==> src/rtl/sys_defs.sv <==
// Shared pipeline definitions: ROB retire packet, RF write packet, retire FSM states.
// No logic; types and widths only.
// Consumers must keep RT_WIDTH equal to the ROB retire width.
`ifndef XLEN
`define XLEN 32
`endif

package sys_defs;

   localparam int XLEN       = `XLEN;
   localparam int REG_IDX_W  = 5;
   localparam int RT_WIDTH   = 3;
   localparam int SLOT_IDX_W = $clog2(RT_WIDTH);
   localparam int CNT_W      = 2;

   // One in-order retire slot presented by the ROB
   typedef struct packed {
      logic                 valid;
      logic [REG_IDX_W-1:0] dest_reg_idx;
      logic [XLEN-1:0]      value;
      logic                 take_branch;
      logic [XLEN-1:0]      NPC;
      logic                 halt;
   } ROB_RT_PACKET;

   // One architectural register-file write port
   typedef struct packed {
      logic                 wr_en;
      logic [REG_IDX_W-1:0] wr_idx;
      logic [XLEN-1:0]      wr_data;
   } RT_RF_PACKET;

   typedef enum logic [1:0] {
      RUN    = 2'd0,
      SQUASH = 2'd1,
      HALTED = 2'd2
   } RETIRE_STATE;

endpackage

==> src/rtl/retire_select.sv <==
// Slot qualification: commit mask, WAW-masked write enables, branch/halt slot, count.
// Purely combinational, zero latency.
// No backpressure; run=0 blocks every slot from committing.
module retire_select
   import sys_defs::*;
(
   input  logic                        run,
   input  ROB_RT_PACKET [RT_WIDTH-1:0] slots,
   output logic [RT_WIDTH-1:0]         commit_mask,
   output logic [RT_WIDTH-1:0]         wr_mask,
   output logic                        branch_hit,
   output logic                        halt_hit,
   output logic [SLOT_IDX_W-1:0]       term_idx,
   output logic [CNT_W-1:0]            retired_cnt
);

   // Commit is a prefix: stops at the first gap or after the first branch/halt slot
   always_comb begin
      logic cont;
      logic term_found;
      commit_mask = '0;
      branch_hit  = 1'b0;
      halt_hit    = 1'b0;
      term_idx    = '0;
      retired_cnt = '0;
      cont        = run;
      term_found  = 1'b0;
      for (int i = 0; i < RT_WIDTH; i++) begin
         commit_mask[i] = cont & slots[i].valid;
         if (commit_mask[i] && !term_found && (slots[i].take_branch || slots[i].halt)) begin
            term_found = 1'b1;
            term_idx   = SLOT_IDX_W'(i);
            // halt takes priority over a branch in the same slot
            halt_hit   = slots[i].halt;
            branch_hit = slots[i].take_branch & ~slots[i].halt;
         end
         cont        = commit_mask[i] & ~slots[i].take_branch & ~slots[i].halt;
         retired_cnt = retired_cnt + CNT_W'(commit_mask[i]);
      end
   end

   // Drop r0 writes and any write overwritten by a younger committing slot in the group
   always_comb begin
      wr_mask = '0;
      for (int i = 0; i < RT_WIDTH; i++) begin
         wr_mask[i] = commit_mask[i] && (slots[i].dest_reg_idx != '0);
         for (int k = i + 1; k < RT_WIDTH; k++) begin
            if (commit_mask[k] && (slots[k].dest_reg_idx == slots[i].dest_reg_idx))
               wr_mask[i] = 1'b0;
         end
      end
   end

endmodule

==> src/rtl/retire_stage.sv <==
// Commit stage: RF writes, squash/redirect on taken branch, sticky halt (optional stats: RETIRE_STATS_EN).
// One cycle from ROB slot to registered architectural effect.
// Never stalls the ROB; slots are ignored during SQUASH and HALTED.
module retire_stage
   import sys_defs::*;
#(
   parameter int REG_IDX_W_P = REG_IDX_W,
   parameter int XLEN_P      = XLEN
)
(
   input  logic                                clock,
   input  logic                                reset,
   input  ROB_RT_PACKET [RT_WIDTH-1:0]         RT_packet_in,
   output logic [RT_WIDTH-1:0]                 rf_wr_en,
   output logic [RT_WIDTH-1:0][REG_IDX_W_P-1:0] rf_wr_idx,
   output logic [RT_WIDTH-1:0][XLEN_P-1:0]     rf_wr_data,
   output logic                                squash_flag,
   output logic [XLEN_P-1:0]                   redirect_pc,
   output logic [CNT_W-1:0]                    retired_cnt,
   output logic                                halted
`ifdef RETIRE_STATS_EN
   ,
   output logic [63:0]                         stat_insn_cnt,
   output logic [31:0]                         stat_squash_cnt
`endif
);

   RETIRE_STATE               state_q, state_d;
   RT_RF_PACKET [RT_WIDTH-1:0] rf_q, rf_d;
   logic                      squash_q, squash_d;
   logic [XLEN-1:0]           redirect_q, redirect_d;
   logic [CNT_W-1:0]          cnt_q, cnt_d;
   logic                      halted_q, halted_d;

   logic                      run;
   logic [RT_WIDTH-1:0]       commit_mask;
   logic [RT_WIDTH-1:0]       wr_mask;
   logic                      branch_hit;
   logic                      halt_hit;
   logic [SLOT_IDX_W-1:0]     term_idx;
   logic [CNT_W-1:0]          sel_cnt;

   assign run = (state_q == RUN);

   retire_select u_select (
      .run         (run),
      .slots       (RT_packet_in),
      .commit_mask (commit_mask),
      .wr_mask     (wr_mask),
      .branch_hit  (branch_hit),
      .halt_hit    (halt_hit),
      .term_idx    (term_idx),
      .retired_cnt (sel_cnt)
   );

   // Next state and next registered outputs; SQUASH and HALTED commit nothing
   always_comb begin
      state_d    = state_q;
      squash_d   = 1'b0;
      redirect_d = '0;
      cnt_d      = sel_cnt;
      halted_d   = halted_q;
      for (int i = 0; i < RT_WIDTH; i++) begin
         rf_d[i].wr_en   = wr_mask[i];
         rf_d[i].wr_idx  = RT_packet_in[i].dest_reg_idx;
         rf_d[i].wr_data = RT_packet_in[i].value;
      end
      unique case (state_q)
         RUN: begin
            if (halt_hit) begin
               state_d  = HALTED;
               halted_d = 1'b1;
            end else if (branch_hit) begin
               state_d    = SQUASH;
               squash_d   = 1'b1;
               redirect_d = RT_packet_in[term_idx].NPC;
            end
         end
         SQUASH:  state_d = RUN;
         HALTED:  state_d = HALTED;
         default: state_d = RUN;
      endcase
   end

   // State and output registers
   always_ff @(posedge clock or posedge reset) begin
      if (reset) begin
         state_q    <= RUN;
         rf_q       <= '0;
         squash_q   <= 1'b0;
         redirect_q <= '0;
         cnt_q      <= '0;
         halted_q   <= 1'b0;
      end else begin
         state_q    <= state_d;
         rf_q       <= rf_d;
         squash_q   <= squash_d;
         redirect_q <= redirect_d;
         cnt_q      <= cnt_d;
         halted_q   <= halted_d;
      end
   end

   always_comb begin
      for (int i = 0; i < RT_WIDTH; i++) begin
         rf_wr_en[i]   = rf_q[i].wr_en;
         rf_wr_idx[i]  = rf_q[i].wr_idx;
         rf_wr_data[i] = rf_q[i].wr_data;
      end
   end

   assign squash_flag = squash_q;
   assign redirect_pc = redirect_q;
   assign retired_cnt = cnt_q;
   assign halted      = halted_q;

`ifdef RETIRE_STATS_EN
   logic [63:0] insn_q, insn_d;
   logic [31:0] sq_q, sq_d;

   // Saturating counters, advanced with the values being registered this edge
   always_comb begin
      logic [64:0] insn_sum;
      insn_sum = {1'b0, insn_q} + 65'(cnt_d);
      insn_d   = insn_q;
      sq_d     = sq_q;
      if (state_q != HALTED) begin
         insn_d = insn_sum[64] ? '1 : insn_sum[63:0];
         if (squash_d && (sq_q != '1))
            sq_d = sq_q + 32'd1;
      end
   end

   // Statistics registers
   always_ff @(posedge clock or posedge reset) begin
      if (reset) begin
         insn_q <= '0;
         sq_q   <= '0;
      end else begin
         insn_q <= insn_d;
         sq_q   <= sq_d;
      end
   end

   assign stat_insn_cnt   = insn_q;
   assign stat_squash_cnt = sq_q;
`endif

endmodule

==> config.mk <==
export PLATFORM = sky130hd
export DESIGN_NAME = retire_stage
export DESIGN_NICKNAME = d
export VERILOG_FILES = /design/src/rtl/sys_defs.sv /design/src/rtl/retire_select.sv /design/src/rtl/retire_stage.sv
export SDC_FILE = /design/constraint.sdc
export NUM_CORES = 1
export LEC_CHECK = 0
export CAP_MARGIN = 20
export CORE_AREA = 2 2 142 144
export CTS_BUF_LIST = sky130_fd_sc_hd__clkbuf_2 sky130_fd_sc_hd__clkbuf_4 sky130_fd_sc_hd__clkbuf_8
export CTS_CLUSTER_DIAMETER = 80
export DETAILED_ROUTE_END_ITERATION = 6
export DIE_AREA = 0 0 144 146
export PLACE_DENSITY = 0.61
export SYNTH_ARGS = -nofsm -noshare
export SYNTH_HDL_FRONTEND = slang
export SYNTH_HIERARCHICAL = 1
export SYNTH_SLANG_ARGS = --single-unit
==> constraint.sdc <==
create_clock -name clock -period 13.82 [get_ports clock]
set_input_delay 2.073 -clock clock [delete_from_list [all_inputs] [get_ports clock]]
set_output_delay 2.073 -clock clock [all_outputs]
set_load 0.01 [all_outputs]
Yosys cells after proc, flatten, opt, wreduce, memory -nomap -nowiden
Cells that the tools add are included.
Widths: inputs -> output; s select.
- input bits: 218
- flip-flop bits (word level): 152
- $add $sub $neg: 2
- equal/unequal tests: 5
- mux-type cells: 24
- reduce and logical (&&, ||, !) cells: 21
- $lt $le $gt $ge: 1
- bitwise gates (word level): 15
- operators with widths (kind ; number):
    $bmux 72 s2 ; 1
    $mux 32 ; 3
    $mux 33 ; 1
    $eq 5x5->1 ; 3
    $mux 1 ; 15
    $reduce_bool 5->1 ; 3
    $logic_and 1x1->1 ; 11
    $and 1x1->1 ; 10
    $mux 2 ; 3
    $not 1->1 ; 5
    $pmux 2 s2 ; 1
    $logic_or 1x1->1 ; 3
    $lt 2x3->1 const B ; 1
    $ne 3x3->1 const B ; 1
    $add 1x1->2 ; 1
    $add 2x1->2 ; 1
    $eq 2x2->1 const B ; 1
    $logic_not 1->1 ; 2
    $logic_not 2->1 ; 1
    $reduce_and 2->1 ; 1

Longest topological paths before layout
- depth in word-level cells: 17
- depth in mapped cells: 12
- gate-level depth less buffers: 9

Cells and area by module
Netlist, hierarchy kept.
- by module, submodules not included (module ; cells an instance ; instances ; area an instance (µm²) ; sequential area each (µm²)):
    retire_stage ; 303 ; 1 ; 4773.3 ; 3803.6
    retire_select ; 52 ; 1 ; 352.8 ; 0.0

Worst setup path before layout
OpenSTA, ideal clock, no wires.
- path kind: input port to flip-flop
- from: in RT_packet_in[71] (netlist bit)
- to: reg redirect_q[0], in the netlist redirect_pc[0]
- arrival time: 3571 ps
- cell stages on the path: 10
- setup slack: 10113 ps
- cells stage by stage: nand2_2 > or4b_4 > clkinv_2 > nand2_1 > nor2_1 > buf_6 > buf_12 > mux2i_1 > or2_0 > a21oi_1
- longest elaborated chain between the ends: 16
- elaborated cells on any way between the ends: 29
- ends and longest elaborated chain (element ; line ; text):
    start: declaration ; retire_stage.sv:13 ; input ROB_RT_PACKET [RT_WIDTH-1:0] RT_packet_in,
    $and 1x1->1 (*) ; retire_select.sv:29 ; commit_mask[i] = cont & slots[i].valid;
    $and 1x1->1 (*) (2 in a row) ; retire_select.sv:37 ; cont = commit_mask[i] & ~slots[i].take_branch & ~slots[i].halt;
    $and 1x1->1 (*) ; retire_select.sv:29 ;
    net commit_mask[1] ; retire_stage.sv:36 ; logic [RT_WIDTH-1:0] commit_mask;
    $logic_and 1x1->1 (2 in a row) ; retire_select.sv:30 ; if (commit_mask[i] && !term_found && (slots[i].take_branch || slots[i].halt)) begin
    $mux 1 ; retire_select.sv:30 ;
    $logic_not 1->1 ; retire_select.sv:30 ;
    $logic_and 1x1->1 (*) (2 in a row) ; retire_select.sv:30 ;
    $mux 2 (*) ; retire_select.sv:30 ;
    net term_idx[1] ; retire_stage.sv:40 ; logic [SLOT_IDX_W-1:0] term_idx;
    $bmux 72 s2 (*) ; retire_stage.sv:76 ; redirect_d = RT_packet_in[term_idx].NPC;
    $mux 33 (not written as such) (*) ; retire_stage.sv:76 ;
    $mux 32 (*) ; retire_stage.sv:73 ; end else if (branch_hit) begin
    $mux 32 (*) ; retire_stage.sv:70 ; if (halt_hit) begin
    $mux 32 (*) ; retire_stage.sv:68 ; unique case (state_q)
    net redirect_d[0] ; retire_stage.sv:31 ; logic [XLEN-1:0] redirect_q, redirect_d;
    end signal: assignment ; retire_stage.sv:98 ; redirect_q <= redirect_d;
    end: declaration ; retire_stage.sv:31 ;
Mark *: on every way through the listed nets, which the timed path passes. The rest lies on a longest branch. The select of a mux whose other input is x is not followed.
A chain may end at the register's enable or synchronous reset.

Worst setup path after layout
- from: in RT_packet_in[71] (netlist bit)
- to: reg redirect_q[31], in the netlist redirect_pc[31]
Same word-level chain as after synthesis.

==> run metrics <==
WP data required 14190 ps; Cells after Synth 355; R2R depth 10; Power Internal 0.714 mW; Yosys cell types 35; Worst-path clk slew 90 ps; top cells by area, synth dfrtp_1 (74%), mux2i_1 (6.2%), or2_0 (3.7%), a21oi_1 (3.5%), nand2_1 (2.5%); commonest cells after routing, fill and taps aside clkdlybuf4s50_1 (367), dfrtp_1 (152), a21oi_1 (36); Layout Nets 951; vias per cell 4.09; DIE WIDTH 144 um; CTS tree yes; post-detail-place hpwl 13800 um; number of remaining DRC errors 0; Fmax achieved 238 MHz; # setup viols final 0; Mapped Nets 574; vias in the first global route 4459; top cell type's share of synthesized area 74.2%; root buffer cell clkbuf_8; worst-skew pair later-pin latency 450 ps; row count 51; Via Count 4126; Flop pwr share 48.9%; hold slack 465 ps; diode count 0; Slew Limit Fails 0; VDD IR max 0.0478 mV; Crit path arrival time 4570 ps; Longest Clk Path Bufs 2; largest net degree at the start of global routing 83; flop2flop setup slack 11110 ps; commonest non-fill, non-tap cell in the layout clkdlybuf4s50_1; Synth warnings 6; I/O Buffers 367; Initial Util 26.5%; global-route usage over all layers 16.6%; CTS sink cnt 152; drt first pass iters 4; hold buffers post-CTS 0; worst slew pin tran 873 ps; Psw 0.249 mW; htree depth 4; gpl congestion 0.794; Critical Path Fanout Max 24; Comb pwr share 15.5%; CP Class primary input to flip-flop; Mapped Area 5130 um^2; Setup crit start RT_packet_in[71]; Clk pwr share 35.6%; Max Clock Skew 11.9 ps; leakage power 3.85 nW; critical path startpoint category primary input; Pwr per Cell Area 102 nW/um^2; die area 21000 um^2; core area 19300 um^2; antenna-violating nets left 0; fin crit period 4210 ps; routed length per placed instance 17.5 um; Area growth syn-to-layout 85.0%; Max-slew headroom 41.8%; ratio of cells with drive above 1 in the final layout 6.58%; Crit. End Element flip-flop; FF-to-FF End redirect_pc[31]; worst hold path depth 1; Post-CTS Setup Inserts 0; 1st-iter DRT viols 102; unrepaired setup endpoints after global routing false; HP Class flip-flop to flip-flop; switching part of the total power 25.8%; drt total wl 17700 um; I/O Pins 368; GR Overflow Total 0; Syn Area/Cell 14.4 um^2; first-pass GRT wire length 25800 um; Final Hold Vio Count 0; die height 146 um; Total Neg Setup Slack 0 ps; post_cts resized 0; Hold EP state_q[1]; Synth Register Bits 152; status completed; critical register-to-register path startpoint state_q[1]; register area share after synthesis 74.2%; Most used DFF post-synth dfrtp_1; worst min-delay path startpoint state_q[0]; total power 0.963 mW; TritonCTS buffer count 17; Max-Cap Viols 0; post-synthesis async set-or-reset flop share 100%; Yosys top cell by area dfrtp_1; Tcrit/Tclk final 30.4%; initial antenna violation count 0; number of flops mapped to enable cells by yosys 0
## synth_stat cells, drive strengths merged, types with 2 or more instances
cell type,number
xor2,7
xnor2,8
o21ai,2
mux2i,32
o31ai,2
a21oi,36
nor2b,2
inv,5
nand2,35
buf,9
nor2,11
or2,32
clkbuf,5
a31oi,2
dfrtp,152
nor3,4
## layer usage
layer	routed length, um	GRT usage (%)	vias up	part of all wire, %
li1	-	-	1919	-
met1	6850	18.7	1960	39
met3	1870	7.04	14	11
met4	161	4.02	0	0.91
met2	8820	28.7	233	50
met5	0	0	-	0
## layout make-up
class | instances | area [um^2]
Clock inverter | 14 | 159
Multi-Input combinational cell | 183 | 1190
Tap cell | 265 | 332
Sequential cell | 152 | 3800
Timing Repair Buffer | 372 | 3730
Fill cell | 1725 | 9850
Clock buffer | 18 | 241
Inverter | 6 | 28.8
## flip-flops by register name, indices dropped and copies added, names as in the netlist
register / count
rf_wr_data: 96
squash_flag: 1
halted: 1
retired_cnt: 2
state_q: 2
redirect_pc: 32
rf_wr_en: 3
rf_wr_idx: 15
## worst max-delay path: stages
cell and delay, ps:
clkdlybuf4s50_1 470, nand2_2 70, or4b_4 560, clkinv_2 100, nand2_1 120, nor2_4 390, buf_12 260, mux2i_1 90
or2_2 270, a21oi_1 140
## worst max path at each step
stage	endpoint	slack, ps
6_report	redirect_pc[31]	9610
5_1_grt	redirect_pc[31]	9510
4_1_cts	redirect_pc[31]	9630
3_5_place_dp	redirect_pc[31]	9120
3_3_place_gp	redirect_pc[31]	8710
2_1_floorplan	halted	7650
## power groups by stage
stage | Combinational [mW] | Clock, mW | Sequential, mW
3_3_place_gp | 0.150 | 0 | 0.479
2_1_floorplan | 0.0245 | 0 | 0.490
4_1_cts | 0.152 | 0.356 | 0.471
5_1_grt | 0.161 | 0.375 | 0.473
6_report | 0.150 | 0.343 | 0.471
3_5_place_dp | 0.152 | 0 | 0.480
## metrics by stage
step	instance area [um^2]	std cells	worst slack, ps	utilization (%)
3_3_place_gp	9050	976	8710	46.8
3_5_place_dp	9080	978	9120	47.0
5_1_grt	9480	1010	9510	49.1
6_report	9480	1010	9610	49.1
2_1_floorplan	5130	355	7650	-
4_1_cts	9480	1010	9630	49.1
## cell families after synthesis
group | share of synthesized area (%)
buffers and inverters | 2.86
AND/OR/NAND/NOR | 8.91
multiplexers | 6.25
adder cells (fa/ha/maj) | 0.391
flip-flops | 74.2
XOR/XNOR | 2.56
AO/OA/AOI/OAI | 4.83
No activity file was read; power rests on OpenSTA's default activity.
